`config.mk`:
```
export PLATFORM = sky130hd
export DESIGN_NAME = aes_key_sched_ctrl_flat
export DESIGN_NICKNAME = d
export VERILOG_FILES = /design/src/rtl/aes_key_sched_ctrl_if.sv /design/src/rtl/aes_key_sched_ctrl.sv /design/src/flat_wrapper.sv
export SDC_FILE = /design/constraint.sdc
export NUM_CORES = 1
export LEC_CHECK = 0
export CELL_PAD_IN_SITES_DETAIL_PLACEMENT = 0
export CELL_PAD_IN_SITES_GLOBAL_PLACEMENT = 1
export CORE_AREA = 2 2 256 258
export DETAILED_ROUTE_END_ITERATION = 7
export DIE_AREA = 0 0 258 260
export PLACE_DENSITY = 0.61
export SETUP_SLACK_MARGIN = 0.05
export SYNTH_ARGS = -nofsm -noshare
export SYNTH_HDL_FRONTEND = slang
export SYNTH_SLANG_ARGS = --single-unit
```
`constraint.sdc`:
```
create_clock -name clk_i -period 3.2 [get_ports clk_i]
set_input_delay 0.64 -clock clk_i [delete_from_list [all_inputs] [get_ports clk_i]]
set_output_delay 0.64 -clock clk_i [all_outputs]
set_load 0.1 [all_outputs]
```
`src/rtl/aes_key_sched_ctrl_if.sv`:
```
// Bundle between the key-schedule controller, its two requesters, the key-expansion
// engine and the round-key consumer. master = controller side, slave = environment side.
interface aes_key_sched_ctrl_if;
  logic [1:0]   req_i;
  logic [127:0] key0_i;
  logic [127:0] key1_i;
  logic [1:0]   gnt_o;
  logic         eng_start_o;
  logic [127:0] eng_key_o;
  logic         eng_done_i;
  logic [3:0]   eng_rk_sel_o;
  logic [127:0] eng_rk_i;
  logic         rk_valid_o;
  logic         rk_ready_i;
  logic [127:0] rk_data_o;
  logic [3:0]   rk_idx_o;
  logic         rk_last_o;
  logic         rk_dst_o;
  logic         busy_o;
  logic         err_o;

  modport master (
    input  req_i, key0_i, key1_i, eng_done_i, eng_rk_i, rk_ready_i,
    output gnt_o, eng_start_o, eng_key_o, eng_rk_sel_o, rk_valid_o, rk_data_o,
    output rk_idx_o, rk_last_o, rk_dst_o, busy_o, err_o
  );

  modport slave (
    output req_i, key0_i, key1_i, eng_done_i, eng_rk_i, rk_ready_i,
    input  gnt_o, eng_start_o, eng_key_o, eng_rk_sel_o, rk_valid_o, rk_data_o,
    input  rk_idx_o, rk_last_o, rk_dst_o, busy_o, err_o
  );
endinterface

```
`src/rtl/aes_key_sched_ctrl.sv`:
```
// Arbitrates two key requesters onto one AES-128 key-expansion engine, caches the last
// expanded key and streams round keys 0..10 to the granted requester.
module aes_key_sched_ctrl #(
  parameter int unsigned TIMEOUT_CYCLES = 64,
  parameter bit          CACHE_EN       = 1'b1
) (
  input logic                   clk_i,
  input logic                   rst_ni,
  aes_key_sched_ctrl_if.master  bus
);

  localparam int unsigned CntW = $clog2(TIMEOUT_CYCLES + 1);
  localparam logic [CntW-1:0] TmoLast = CntW'(TIMEOUT_CYCLES - 1);

  typedef enum logic [1:0] {StIdle, StStart, StWait, StStream} state_e;

  state_e          state_q;
  logic [1:0]      rst_sync_q;
  logic [1:0]      gnt_q;
  logic            eng_start_q;
  logic [127:0]    eng_key_q;
  logic [3:0]      sel_q;
  logic            dst_q;
  logic            rr_q;
  logic            cache_valid_q;
  logic [127:0]    cache_key_q;
  logic [CntW-1:0] tmo_q;
  logic            err_q;
  logic            rk_valid_q;

  logic         win;
  logic [127:0] win_key;
  logic         hit;

  // Single requesters always win; the rr pointer only breaks ties.
  always_comb begin
    win = rr_q;
    if (bus.req_i == 2'b01) win = 1'b0;
    if (bus.req_i == 2'b10) win = 1'b1;
    win_key = win ? bus.key1_i : bus.key0_i;
    hit     = CACHE_EN && cache_valid_q && (win_key == cache_key_q);
  end

  // Reset release is re-timed so no grant can happen in the release cycle.
  always_ff @(posedge clk_i or negedge rst_ni) begin
    if (!rst_ni) rst_sync_q <= 2'b00;
    else         rst_sync_q <= {rst_sync_q[0], 1'b1};
  end

  always_ff @(posedge clk_i or negedge rst_ni) begin
    if (!rst_ni) begin
      state_q       <= StIdle;
      gnt_q         <= 2'b00;
      eng_start_q   <= 1'b0;
      eng_key_q     <= '0;
      sel_q         <= '0;
      dst_q         <= 1'b0;
      rr_q          <= 1'b0;
      cache_valid_q <= 1'b0;
      cache_key_q   <= '0;
      tmo_q         <= '0;
      err_q         <= 1'b0;
      rk_valid_q    <= 1'b0;
    end else begin
      gnt_q       <= 2'b00;
      eng_start_q <= 1'b0;
      err_q       <= 1'b0;
      unique case (state_q)
        StIdle: begin
          if (rst_sync_q[1] && (bus.req_i != 2'b00)) begin
            gnt_q     <= win ? 2'b10 : 2'b01;
            eng_key_q <= win_key;
            dst_q     <= win;
            if (hit) begin
              state_q <= StStream;
            end else begin
              state_q     <= StStart;
              eng_start_q <= 1'b1;
            end
          end
        end
        StStart: begin
          state_q <= StWait;
          tmo_q   <= '0;
        end
        StWait: begin
          // tmo_q == 0 marks the first WAIT cycle, where a stale done is ignored.
          if ((tmo_q != '0) && bus.eng_done_i) begin
            state_q       <= StStream;
            rk_valid_q    <= 1'b1;
            cache_key_q   <= eng_key_q;
            cache_valid_q <= 1'b1;
          end else if (tmo_q == TmoLast) begin
            state_q       <= StIdle;
            err_q         <= 1'b1;
            cache_valid_q <= 1'b0;
          end else begin
            tmo_q <= tmo_q + 1'b1;
          end
        end
        StStream: begin
          if (!rk_valid_q) begin
            rk_valid_q <= 1'b1;
          end else if (bus.rk_ready_i) begin
            if (sel_q == 4'd10) begin
              state_q    <= StIdle;
              rk_valid_q <= 1'b0;
              sel_q      <= '0;
              rr_q       <= ~rr_q;
            end else begin
              sel_q <= sel_q + 4'd1;
            end
          end
        end
        default: state_q <= StIdle;
      endcase
    end
  end

  assign bus.gnt_o        = gnt_q;
  assign bus.eng_start_o  = eng_start_q;
  assign bus.eng_key_o    = eng_key_q;
  assign bus.eng_rk_sel_o = sel_q;
  assign bus.rk_valid_o   = rk_valid_q;
  assign bus.rk_data_o    = bus.eng_rk_i;
  assign bus.rk_idx_o     = sel_q;
  assign bus.rk_last_o    = (sel_q == 4'd10);
  assign bus.rk_dst_o     = dst_q;
  assign bus.busy_o       = (state_q != StIdle);
  assign bus.err_o        = err_q;

endmodule

```
`src/flat_wrapper.sv`:
```
// flat-port wrapper written by rule: the top's interface ports become plain ports
module aes_key_sched_ctrl_flat 
#(
  parameter int unsigned TIMEOUT_CYCLES = 64,
  parameter bit          CACHE_EN       = 1'b1
)
  (clk_i, rst_ni, bus_req_i, bus_key0_i, bus_key1_i, bus_eng_done_i, bus_eng_rk_i, bus_rk_ready_i, bus_gnt_o, bus_eng_start_o, bus_eng_key_o, bus_eng_rk_sel_o, bus_rk_valid_o, bus_rk_data_o, bus_rk_idx_o, bus_rk_last_o, bus_rk_dst_o, bus_busy_o, bus_err_o);
  aes_key_sched_ctrl_if bus_i ();
  input logic clk_i;
  input logic rst_ni;
  input wire logic [$bits(bus_i.req_i)-1:0] bus_req_i;
  input wire logic [$bits(bus_i.key0_i)-1:0] bus_key0_i;
  input wire logic [$bits(bus_i.key1_i)-1:0] bus_key1_i;
  input wire logic [$bits(bus_i.eng_done_i)-1:0] bus_eng_done_i;
  input wire logic [$bits(bus_i.eng_rk_i)-1:0] bus_eng_rk_i;
  input wire logic [$bits(bus_i.rk_ready_i)-1:0] bus_rk_ready_i;
  output wire logic [$bits(bus_i.gnt_o)-1:0] bus_gnt_o;
  output wire logic [$bits(bus_i.eng_start_o)-1:0] bus_eng_start_o;
  output wire logic [$bits(bus_i.eng_key_o)-1:0] bus_eng_key_o;
  output wire logic [$bits(bus_i.eng_rk_sel_o)-1:0] bus_eng_rk_sel_o;
  output wire logic [$bits(bus_i.rk_valid_o)-1:0] bus_rk_valid_o;
  output wire logic [$bits(bus_i.rk_data_o)-1:0] bus_rk_data_o;
  output wire logic [$bits(bus_i.rk_idx_o)-1:0] bus_rk_idx_o;
  output wire logic [$bits(bus_i.rk_last_o)-1:0] bus_rk_last_o;
  output wire logic [$bits(bus_i.rk_dst_o)-1:0] bus_rk_dst_o;
  output wire logic [$bits(bus_i.busy_o)-1:0] bus_busy_o;
  output wire logic [$bits(bus_i.err_o)-1:0] bus_err_o;
  assign bus_i.req_i = bus_req_i;
  assign bus_i.key0_i = bus_key0_i;
  assign bus_i.key1_i = bus_key1_i;
  assign bus_i.eng_done_i = bus_eng_done_i;
  assign bus_i.eng_rk_i = bus_eng_rk_i;
  assign bus_i.rk_ready_i = bus_rk_ready_i;
  assign bus_gnt_o = bus_i.gnt_o;
  assign bus_eng_start_o = bus_i.eng_start_o;
  assign bus_eng_key_o = bus_i.eng_key_o;
  assign bus_eng_rk_sel_o = bus_i.eng_rk_sel_o;
  assign bus_rk_valid_o = bus_i.rk_valid_o;
  assign bus_rk_data_o = bus_i.rk_data_o;
  assign bus_rk_idx_o = bus_i.rk_idx_o;
  assign bus_rk_last_o = bus_i.rk_last_o;
  assign bus_rk_dst_o = bus_i.rk_dst_o;
  assign bus_busy_o = bus_i.busy_o;
  assign bus_err_o = bus_i.err_o;
  aes_key_sched_ctrl #(.TIMEOUT_CYCLES(TIMEOUT_CYCLES), .CACHE_EN(CACHE_EN)) u_core (.clk_i(clk_i), .rst_ni(rst_ni), .bus(bus_i));
endmodule
```
==> impl_metrics.env <==
export IMPL_run_status="finished, final reports clean"
export IMPL_synth_seq_area_share=0.4766
export IMPL_netSwitchingPower_mw=11.33
export IMPL_drive_gt1_frac=0.2968
export IMPL_instances_no_fill=2692
export IMPL_dpl_cell_count=2609
export IMPL_hold_violations=0
export IMPL_timing_slew_headroom=0.6064
export IMPL_rows=93
export IMPL_synth_top_area_frac=0.4766
export IMPL_antenna_found_initial=11
export IMPL_path_buf_inv=4
export IMPL_tightest_slew_ns=0.5740
export IMPL_portBuffers=405
export IMPL_whs_ns=0.02023
export IMPL_required_ns=3.68
export IMPL_crit_fanout=8
export IMPL_max_freq_mhz=327.4
export IMPL_slew_violations=0
export IMPL_synth_edf_count=0
export IMPL_cp_slowest_cell="or4_4"
export IMPL_setup_viol=0
export IMPL_synth_nets=1806
export IMPL_grtUsageTotal=0.1701
export IMPL_pwr_share_comb=0.535
export IMPL_h_tree_depth=2
export IMPL_worstPathCellList="o21bai_4 > nand2_8 > buf_8 > buf_12 > buf_12 > mux2i_4 > xor2_1 > nand4_1 > or4_4 > nor4_4 > buf_4 > a31o_1"
export IMPL_critPathTopFamily="simple AND/OR/NAND/NOR gates"
export IMPL_cp_arrival_ns=3.54
export IMPL_rsz0062_at_grt="true"
export IMPL_start_kind="flip-flop"
export IMPL_start_util=0.2285
export IMPL_critPathKind="reg2reg"
export IMPL_clock_sinks=279
export IMPL_fp_coreArea_mm2=0.06412
export IMPL_hold_buffers=0
export IMPL_power_share_sequential=0.272
export IMPL_seq_area_mm2=0.006983
export IMPL_fin_ws_ns=0.1453
export IMPL_synthCells=1410
export IMPL_synth_top_area_cell="dfrtp_1"
export IMPL_drc=0
export IMPL_sw_frac_of_total=0.5302
export IMPL_place_ws_ns=-0.6863
export IMPL_synthTopCellsByArea="dfrtp_1 (48%), mux2_2 (9.8%), buf_4 (7.0%)"
export IMPL_leakage_nw=9.439
export IMPL_cts_buffers=36
export IMPL_p_int_mw=10.04
export IMPL_die_h_um=260
export IMPL_syn_area_mm2=0.01465
export IMPL_viasPerCell=4.509
export IMPL_maxCapViolations=0
export IMPL_synthArstFlopShare=1.000
export IMPL_cts_buffer_depth=3
export IMPL_area_growth_pct=43.75
export IMPL_num_vias=12140
export IMPL_ant_nets=0
export IMPL_wirelength_um=58790
export IMPL_finalNetCount=2205
export IMPL_p_per_area_mw_per_mm2=1015
export IMPL_period_minus_slack_ns=3.055
export IMPL_final_common_cell="dfrtp_1"
export IMPL_multi_input_area_mm2=0.006499
export IMPL_clk_latency_ns=0.55
export IMPL_routedWlPerCell_um=21.84
export IMPL_cp_common_cell="buf_12"
export IMPL_fin_worst_skew_ns=0.01020
export IMPL_p_clk_frac=0.193
export IMPL_hpwl_um=46290
export IMPL_peakVddDrop_uv=596.7
export IMPL_synth_cell_types=56
export IMPL_synth_seq_cells=279
export IMPL_syn_avg_cell_area_um2=10.39
export IMPL_io_pins=662
export IMPL_grt_pass1_vias=12640
export IMPL_overflow=0
export IMPL_clk_pin_slew_ns=0.06
export IMPL_grt_pass1_wl_um=84290
export IMPL_fin_crit_sh=0.9546
export IMPL_worst_hold_path_type="in2async"
export IMPL_synth_ff_type="dfrtp_1"
export IMPL_cts_tree="done"
export IMPL_max_stage_delay_ns=0.57
export IMPL_critPathCaptureType="flip-flop"
export IMPL_dr_first_iter_drc_count=723
export IMPL_die_width_um=258
export IMPL_num_fill_cells=6528
export IMPL_grt_max_degree=90
export IMPL_dieArea_mm2=0.06708
export IMPL_place_congestion=0.8385
export IMPL_drt_pass1_iterations=5
export IMPL_synth_warnings=0
export IMPL_cts_root_buf="clkbuf_16"
export IMPL_mostFrequentLayoutCells="dfrtp_1 (278), buf_4 (277), clkdlybuf4s50_1 (258)"
[through the flow]
| stage | TNS, ns | total power, mW | area, um^2 | utilization |
|---|---|---|---|---|
| 2_1_floorplan | 0 | 14.60 | 14650 | - |
| 3_3_place_gp | -1.431 | 17.20 | 19350 | 0.3017 |
| 3_5_place_dp | -1.371 | 17.31 | 19350 | 0.3017 |
| 4_1_cts | 0 | 21.56 | 20580 | 0.3210 |
| 5_1_grt | 0 | 22.40 | 21060 | 0.3284 |
| 6_report | 0 | 21.37 | 21060 | 0.3284 |
[power groups by stage]
stage	registers [mW]	clock network [mW]	logic [mW]
3_3_place_gp	5.81	0	11.4
5_1_grt	6.02	4.39	12.0
3_5_place_dp	5.87	0	11.4
2_1_floorplan	11.4	0	3.17
6_report	5.81	4.14	11.4
4_1_cts	5.82	4.26	11.5
[cell usage after synthesis, drive strengths merged (2+ instances only)]
cell,instances
o31ai,10
nor2,46
nand3,31
o21ai,145
or4,3
nand4,10
o2111ai,4
mux2,128
buf,168
ha,6
a2111o,2
xor2,17
a21oi,33
a22oi,4
nand2b,8
o221ai,2
or2,6
and3,18
a31oi,25
nor4,28
nand4b,2
clkbuf,33
a2111oi,2
a22o,5
inv,40
xnor2,53
o22ai,19
and2,7
dfrtp,279
nor3,10
o2bb2ai,7
nor2b,10
nand2,142
a222oi,5
o2111a,2
mux2i,88
[metal layers]
metal  up-vias  share of wire  wire (um)  global-route usage
li1       5632              -          -                   -
met1      5864           0.40      23320              0.1974
met2       502           0.49      28560              0.2938
met3       119          0.085       5007             0.05750
met4        20          0.030       1750             0.05636
met5         -         0.0026        155                   0
[cells by family after synthesis]
kind of cell,synth area share
other,0.0002560
AND/OR/NAND/NOR,0.1058
XOR/XNOR,0.04185
adder cells (fa/ha/maj),0.005125
multiplexers,0.1585
flip-flops,0.4766
AO/OA/AOI/OAI,0.1104
buffers and inverters,0.1015
[repair_timing]
| action | CTS | global route |
|---|---|---|
| cloned | 0 | 1 |
| gates resized for setup | 12 | 63 |
| setup buffers | 0 | 16 |
| endpoints found under the setup margin | 2 | 2 |
| pin swaps | 1 | 13 |
[final cells by class]
class | count | share of cell area
antenna | 1 | 0.0001188
clock buffer | 46 | 0.04747
clock inverter | 19 | 0.009031
inverter | 40 | 0.007130
multi-input combinational | 890 | 0.3086
sequential | 279 | 0.3316
tap | 855 | 0.05080
timing repair buffer | 562 | 0.2452
[final timing paths]
kind | from | to | slack [ns] | cells past startpoint
worst max-delay path | u_core.rr_q | u_core.state_q[1] | 0.15 | 12
worst min-delay path | rst_ni | u_core.bus.eng_rk_sel_o[1] | 0.02 | 1
worst max register to register | u_core.rr_q | u_core.state_q[1] | 0.15 | 12
worst min register to register | u_core.rst_sync_q[0] | u_core.rst_sync_q[1] | 0.36 | 0
max in group asynchronous | rst_ni | u_core.cache_key_q[100] | 2.33 | 2
min in group clk_i | u_core.rst_sync_q[0] | u_core.rst_sync_q[1] | 0.36 | 0
[flip-flops by register name (all words and copies together), names as in the netlist]
register / flops
u_core.bus.eng_key_o: 128
u_core.bus.eng_rk_sel_o: 4
u_core.bus.eng_start_o: 1
u_core.bus.err_o: 1
u_core.bus.gnt_o: 2
u_core.bus.rk_dst_o: 1
u_core.bus.rk_valid_o: 1
u_core.cache_key_q: 128
u_core.cache_valid_q: 1
u_core.rr_q: 1
u_core.rst_sync_q: 2
u_core.state_q: 2
u_core.tmo_q: 7
No activity file was read; power rests on OpenSTA's default activity.
